**src/rtl/dsp_acc_pkg.sv**
```systemverilog
// Shared definitions for the multi-channel accumulator bank: op codes,
// controller states and the overflow/saturation helper.
package dsp_acc_pkg;

   localparam logic [2:0] OP_NOP    = 3'd0;
   localparam logic [2:0] OP_CLR    = 3'd1;
   localparam logic [2:0] OP_LOAD   = 3'd2;
   localparam logic [2:0] OP_ADD    = 3'd3;
   localparam logic [2:0] OP_SUB    = 3'd4;
   localparam logic [2:0] OP_ABS    = 3'd5;
   localparam logic [2:0] OP_CLRALL = 3'd6;
   localparam logic [2:0] OP_READ   = 3'd7;

   typedef enum logic {ST_IDLE, ST_SWEEP} state_t;

   typedef struct packed {
      logic               ovf;
      logic signed [63:0] val;
   } sat_t;

   // Range-checks a sign-extended value against a w-bit signed range and
   // either clamps it or wraps it to the low w bits (w must be below 64).
   function automatic sat_t sat_w(input logic signed [63:0] value, input int w, input bit sat);
      sat_t               r;
      logic signed [63:0] hi;
      logic signed [63:0] lo;
      logic signed [63:0] wrapped;
      hi      = (64'sd1 <<< (w - 1)) - 64'sd1;
      lo      = -hi - 64'sd1;
      wrapped = (value <<< (64 - w)) >>> (64 - w);
      r.ovf   = (value > hi) || (value < lo);
      if (!r.ovf)
         r.val = value;
      else if (sat)
         r.val = value[63] ? lo : hi;
      else
         r.val = wrapped;
      return r;
   endfunction

endpackage

```
**src/rtl/acc_alu.sv**
```systemverilog
// Combinational next-value computation for one accumulator channel,
// evaluated one bit wider than the channel so overflow is never lost.
module acc_alu
   import dsp_acc_pkg::*;
#(
   parameter int W   = 32,
   parameter bit SAT = 1'b1
) (
   input  logic [2:0]          op,
   input  logic signed [W-1:0] acc,
   input  logic signed [W-1:0] in,
   output logic signed [W-1:0] next,
   output logic                ovf
);

   logic signed [W:0] acc_x;
   logic signed [W:0] in_x;
   logic signed [W:0] wide;
   sat_t              res;

   assign acc_x = {acc[W-1], acc};
   assign in_x  = {in[W-1], in};

   always_comb begin
      wide = acc_x;
      case (op)
         OP_CLR:  wide = '0;
         OP_LOAD: wide = in_x;
         OP_ADD:  wide = acc_x + in_x;
         OP_SUB:  wide = acc_x - in_x;
         // The most negative value negates to +2^(W-1), caught as overflow below
         OP_ABS:  wide = acc[W-1] ? -acc_x : acc_x;
         default: wide = acc_x;
      endcase
   end

   always_comb begin
      res  = sat_w(64'(wide), W, SAT);
      next = res.val[W-1:0];
      ovf  = res.ovf;
   end

endmodule

```
**src/rtl/accumulator_bank.sv**
```systemverilog
// N-channel saturating accumulator bank: one operation per clock, a
// sequenced clear-all sweep, and per-result plus per-channel overflow flags.
module accumulator_bank
   import dsp_acc_pkg::*;
#(
   parameter int W   = 32,
   parameter int N   = 4,
   parameter bit SAT = 1'b1
) (
   input  logic                 clk,
   input  logic                 reset,
   input  logic                 in_valid,
   output logic                 in_ready,
   input  logic [2:0]           op,
   input  logic [$clog2(N)-1:0] ch,
   input  logic [W-1:0]         in,
   output logic                 out_valid,
   output logic [$clog2(N)-1:0] out_ch,
   output logic [W-1:0]         out,
   output logic                 ovf,
   output logic [N-1:0]         ovf_sticky
);

   localparam int CW = $clog2(N);

   state_t              state;
   logic [CW-1:0]       idx;
   logic signed [W-1:0] acc [N];
   logic signed [W-1:0] acc_sel;
   logic signed [W-1:0] alu_next;
   logic                alu_ovf;
   logic                accept;

   assign acc_sel  = acc[ch];
   assign in_ready = (state == ST_IDLE);
   assign accept   = in_valid && in_ready;

   acc_alu #(
      .W   (W),
      .SAT (SAT)
   ) u_alu (
      .op   (op),
      .acc  (acc_sel),
      .in   (in),
      .next (alu_next),
      .ovf  (alu_ovf)
   );

   always_ff @(posedge clk) begin
      if (reset) begin
         state      <= ST_IDLE;
         idx        <= '0;
         for (int i = 0; i < N; i++) acc[i] <= '0;
         ovf_sticky <= '0;
         out_valid  <= 1'b0;
         out_ch     <= '0;
         out        <= '0;
         ovf        <= 1'b0;
      end else begin
         out_valid <= 1'b0;
         case (state)
            ST_IDLE: begin
               if (accept) begin
                  if (op == OP_CLRALL) begin
                     state <= ST_SWEEP;
                     idx   <= '0;
                  end else if (op != OP_NOP) begin
                     acc[ch]   <= alu_next;
                     out_valid <= 1'b1;
                     out       <= alu_next;
                     out_ch    <= ch;
                     ovf       <= alu_ovf;
                     if (op == OP_CLR || op == OP_LOAD)
                        ovf_sticky[ch] <= 1'b0;
                     else if (alu_ovf)
                        ovf_sticky[ch] <= 1'b1;
                  end
               end
            end
            // One channel per cycle, lowest index first; input is stalled throughout
            ST_SWEEP: begin
               acc[idx]        <= '0;
               ovf_sticky[idx] <= 1'b0;
               idx             <= idx + CW'(1);
               if (idx == CW'(N - 1))
                  state <= ST_IDLE;
            end
            default: state <= ST_IDLE;
         endcase
      end
   end

endmodule

```
**config.mk**
```make
export PLATFORM = sky130hd
export DESIGN_NAME = accumulator_bank
export DESIGN_NICKNAME = d
export VERILOG_FILES = /design/src/rtl/dsp_acc_pkg.sv /design/src/rtl/acc_alu.sv /design/src/rtl/accumulator_bank.sv
export SDC_FILE = /design/constraint.sdc
export NUM_CORES = 1
export LEC_CHECK = 0
export ABC_AREA = 1
export ABC_CLOCK_PERIOD_IN_PS = 4300
export BUFFER_PORTS_ARGS = -buffer_cell sky130_fd_sc_hd__buf_2
export CAP_MARGIN = 20
export CORE_ASPECT_RATIO = 1.75
export CORE_MARGIN = 2
export CORE_UTILIZATION = 60
export CTS_CLUSTER_DIAMETER = 120
export CTS_CLUSTER_SIZE = 28
export DETAILED_ROUTE_END_ITERATION = 7
export GPL_ROUTABILITY_DRIVEN = 0
export PLACE_DENSITY = 0.79
export RECOVER_POWER = 50
export SYNTH_ARGS = -nofsm -noshare
export SYNTH_HDL_FRONTEND = slang
export SYNTH_HIERARCHICAL = 1
export SYNTH_SLANG_ARGS = --single-unit
```
**constraint.sdc**
```tcl
create_clock -name clk -period 4.3 [get_ports clk]
set_clock_uncertainty 0.05 [all_clocks]
set_input_delay 0.215 -clock clk [delete_from_list [all_inputs] [get_ports clk]]
set_output_delay 0.215 -clock clk [all_outputs]
set_load 0.02 [all_outputs]
```
# Word-level counts from Yosys, hierarchy flattened
# Memory sizes are Yosys's and may differ from the RTL's.
# Cells that the tools add are included.
[op_classes]
n_addsub = 4
n_lt_le_gt_ge = 6
eq_ne = 12
n_mux = 38
n_bitwise = 7
reduce_logical = 11
[op_table]
columns = ["op", "n"]
rows = [
  ["case mux 33 bit (5 select lines)", 1],
  ["two-way mux 32 bit", 4],
  ["OR reduction 32 bit", 2],
  ["adder 32 x 32 -> 33 bit", 1],
  ["greater-than comparator 33 x 32 -> 1 bit, second input constant", 1],
  ["< comparator 33 x 32 -> 1 bit, second input constant", 1],
  ["two-way mux 33 bit", 1],
  ["negation 32 -> 33 bit", 1],
  ["subtractor 32 x 32 -> 33 bit", 1],
  ["two-way mux 4 bit", 5],
  ["two-way mux 1 bit", 18],
  ["== test 3 bit, second input constant", 3],
  ["AND 4 bit", 2],
  ["two-way mux 2 bit", 4],
  ["inverter 4 bit", 2],
  ["case mux 4 bit (2 select lines)", 1],
  ["AND reduction 4 bit", 2],
  ["== test 3 x 2 -> 1 bit, second input constant", 2],
  ["< comparator 2 x 3 -> 1 bit, second input constant", 2],
  ["!= test 2 x 1 -> 1 bit, second input constant", 3],
  ["demux 1 bit (select 2 bit)", 2],
  ["greater-or-equal comparator 2 x 1 -> 1 bit, second input constant", 2],
  ["bitwise OR 4 bit", 1],
  ["case mux 2 bit (2 select lines)", 1],
  ["other kinds (11)", 15],
]
[totals]
reg_bits = 43
ram_bits = 128
in_bits = 40
output_inout_bits = 41
mem_count = 1
[memory_table]
columns = ["memory", "depth", "word_bits", "rd", "rd_clocked_by_memory_dff", "wr", "line_no", "rtl"]
rows = [
  ["acc", 4, 32, 1, 0, 4, "accumulator_bank.sv:28", "logic signed [W-1:0] acc [N];"],
]

# Logic depth before layout (Yosys ltp)
# An unclocked memory read counts as a cell.
[logic_depth]
ltp_word = 12
ltp_mapped = 33

# Hierarchy
# Netlist, hierarchy kept.
[by_module_without_submodules]
columns = ["mod", "n_inst", "cells_per_inst", "area_per_inst_um2", "seq_area_each_um2"]
rows = [
  ["accumulator_bank", 1, 637, 6901.6, 4704.5],
  ["acc_alu", 1, 1131, 5465.2, 0.0],
]

# Worst setup path after synthesis
# Ideal clock, no wire load.
[synth_timing]
kind = "input to register"
start = "in ch[0]"
end = "reg (tool-made name)"
t_arrival_ns = 3.411
setup_slack_ns = 0.722
cell_stages = 28
path_cell_list = "buf_2 -> inv_1 -> nor2_1 -> clkbuf_1 -> a22oi_1 -> nand2_1 -> inv_1 -> ha_1 -> fa_1 -> inv_1 -> nand2_1 -> nand2_1 -> nand3_1 -> nand2_1 -> nand2_1 -> nand2_2 -> nand2_1 -> nand2_1 -> nand2_2 -> nand3_4 -> nand3_4 -> buf_2 -> nand2_1 -> nor2_1 -> nand2_1 -> nand3_1 -> o21ai_0 -> nor2_1"
[synth_rtl]
columns = ["item", "line_no", "rtl"]
rows = [
  ["from (decl)", "accumulator_bank.sv:15", "input logic [$clog2(N)-1:0] ch,"],
]

==> results.tsv <==
stage	metric	value	unit
sta	setup_viol	0	
sta	drv_slew	0	
critical_path	worst_ep_required_time	4600	ps
hold_path	hold_end	idx[1]$_SDFFE_PP0P_	
sta	fin_crit	3870	ps
hold_path	hold_path.class	in -> reg	
clocking	holdBufCountCts	0	
layout	diodes	0	
synth	synth.avg_cell_area	6.99	sq um
die	die_h	194	microns
critical_path	cp-end-kind	flop	
synth	ys_warn_count	6	
global_routing	antenna_found_initial	0	
clocking	cts_tree	yes	
synth	synth_area_leaders	edfxtp_1, nand2_1, nor2_1	
hold_path	hold_start	reset	
clocking	cts.path.max_buffers	3	
flow_run	maxCapViolations	0	
route	wl	36.9	mm
synth	synth-edff-count	128	
critical_path	start_kind	input pin	
hold_path	worstHoldPathCells	2	
synth	yosysTopAreaCell	edfxtp_1	
critical_path	r2r_slack	680	ps
outcome	status	finished clean	
synth	synth.cell_area	12400	sq um
synth	async_flop_share	0	%
sta	tns	0	ps
route	initialDrtViolationCount	989	
synth	ys.flop_type	edfxtp_1	
sta	slew_headroom	14.4	%
global_routing	grt_overflow	0	
critical_path	cpPeakStageDelay	330	ps
clocking	root_buffer	clkbuf_16	
die	die_x	113	microns
clocking	cts.sinks	171	
synth	ys_ff_latch	171	
synth	ys_types	54	
sta	rsz0062_at_grt	no	
critical_path	cp_common_cell	nand2_1	
layout	nets	1929	
layout	final_cells	2104	
placed_design	dp_hpwl	27.3	mm
pwr	p_per_area	388	nW/um^2
critical_path	rr_worst_depth	8	
route	vias	12123	
synth	synthCells	1768	
sta	hold_violations	0	
global_routing	grt_pass1_vias	11794	
synth	seq_area_frac_synth	38.0	%
synth	syn_nets	1847	
critical_path	crit_path_top_delay_cell	ha_1	
layout	synthToLayoutAreaGrowth	10.4	%
placed_design	io_buffers	80	
clocking	ctsResizeCount	0	
die	dieArea	21800	sq um
global_routing	grt_pass1_wl	58.3	mm
route	vias_per_cell	5.76	
critical_path	reg2reg_from	state$_SDFF_PP0_	
clocking	h-tree-depth	4	
route	drtPass1Iterations	5	
global_routing	grt_usage	33.7	%
pwr	irDropWorstVdd	0.370	mV
critical_path	path_class	in -> reg	
die	num_rows	69	
route	wl_per_cell	17.5	microns
clocking	path_clk_slew	50	ps
critical_path	crit_fanout	13	
sta	min_period_over_period	90.0	%
die	pin_count	81	
clocking	numCtsBuffers	25	
route	drt.antenna.violating_nets	0	
pwr	p_leak	6.64	nW
clocking	clk_latency	470	ps
critical_path	r2r-end	acc[1][4]$_SDFFCE_PN0P_	
die	coreArea	20300	sq um
sta	worstMarginPinSlew	1280	ps
placed_design	dp_cells	2071	
global_routing	grt_max_degree	37	
layout	drive_above_1_share	9.21	%
die	start_util	61.0	%
sta	fmax	0.259	GHz
clocking	cts_setup_buffers	0	
synth	synth.top_cell.area_share	31.1	%
route	drc	0	
critical_path	cp.arrival	4160	ps
[Yosys cell counts, types with 6 or more instances]
library cell and n:
o21ai_0 57, inv_1 221, nand3_1 102, nand3_2 13
nor2_2 10, buf_2 12, nor3_1 12, buf_6 11
xor2_1 31, a31oi_1 6, nor2_1 275, nand2_1 531
inv_2 16, nand4_1 12, o2111ai_1 6, or2_2 8
ha_1 38, o21bai_1 10, dfxtp_1 43, nand2_2 15
a22oi_1 56, clkbuf_1 29, edfxtp_1 128, a21oi_1 72
[cell families after synthesis]
family          share of synthesized area (%)
simple gates                             34.3
flops                                    38.0
xor+xnor                                 2.34
buf+inv                                  9.86
fa+ha+maj                                4.01
compound gates                           11.5
[area by class of cell]
class | count | area (sq um)
fillers | 1719 | 6630
repair buffers | 110 | 589
flip-flops and latches | 171 | 4700
clock buffers | 27 | 633
clock inverters | 6 | 104
multi-input cells | 1302 | 6410
inverters | 240 | 902
well taps | 248 | 310
[routing by layer]
metal	share of wire, %	GRT usage [%]	up-vias
li1	-	-	5869
met1	36	37.9	5481
met2	50	59.3	609
met3	6.5	2.81	164
met4	7.6	23.6	0
met5	0	0	-
[worst max-delay path, delay by kind of cell]
family,cells,cell delay [ps]
xor+xnor,1,240
fa+ha+maj,1,330
compound gates,4,740
simple gates,22,2440
buf+inv,2,180
[sequential cells by signal, indices dropped and copies added (netlist names), named ones only]
| register | cells |
|---|---|
| idx | 2 |
| state | 1 |
| out_ch | 2 |
| out | 32 |
| ovf | 1 |
| out_valid | 1 |
| acc | 128 |
[through the flow]
stage | instance area [sq um] | util (%) | setup WS [ps] | hold slack (ps) | total power, W
after floorplan | 12400 | - | 722 | 268 | 0.00303
after global placement | 13000 | 64.2 | 121 | 375 | 0.00342
after detailed placement | 13000 | 64.2 | 49.7 | 381 | 0.00344
after CTS | 13800 | 67.8 | 502 | 32.8 | 0.00529
after global routing | 13700 | 67.3 | 10.3 | 8.67 | 0.00553
final | 13700 | 67.3 | 432 | 10.8 | 0.00530
[layout by cell type (no fill, tap or decap), types with 4 or more instances in the layout]
| cell type | count |
|---|---|
| o2111ai_1 | 6 |
| o21ai_0 | 58 |
| nor2_2 | 12 |
| ha_1 | 38 |
| nand2_1 | 532 |
| o31ai_1 | 4 |
| nor4_1 | 4 |
| a31oi_1 | 6 |
| inv_2 | 12 |
| buf_2 | 39 |
| clkbuf_16 | 25 |
| nor2_1 | 274 |
| nand2_2 | 14 |
| nand3b_1 | 4 |
| o21bai_1 | 11 |
| nand4_1 | 12 |
| buf_4 | 24 |
| inv_1 | 224 |
| a22oi_1 | 56 |
| or2_2 | 8 |
| clkbuf_1 | 43 |
| clkinv_1 | 4 |
| clkbuf_2 | 4 |
| nand3_1 | 102 |
| nor3_1 | 12 |
| dfxtp_1 | 43 |
| xor2_1 | 31 |
| nand3_2 | 13 |
| a21oi_1 | 72 |
| edfxtp_1 | 128 |
[report_power, final]
group | total [W] | internal [W] | switching [W]
sequential | 0.00196 | 0.00191 | 0.0000476
combinational | 0.00148 | 0.000435 | 0.00104
clock | 0.00186 | 0.00122 | 0.000639
total | 0.00530 | 0.00357 | 0.00173
[how the worst max path moves through the flow]
stage,start,end,slack (ps)
final,in[12],flop,430
after global routing,in[0],flop,10
after CTS,in[12],flop,500
after detailed placement,in[12],acc[2][0]$_SDFFCE_PN0P_,50
after global placement,in[12],acc[1][8]$_SDFFCE_PN0P_,120
after floorplan,ch[0],flop,720
Power figures use the tool's default switching activity.
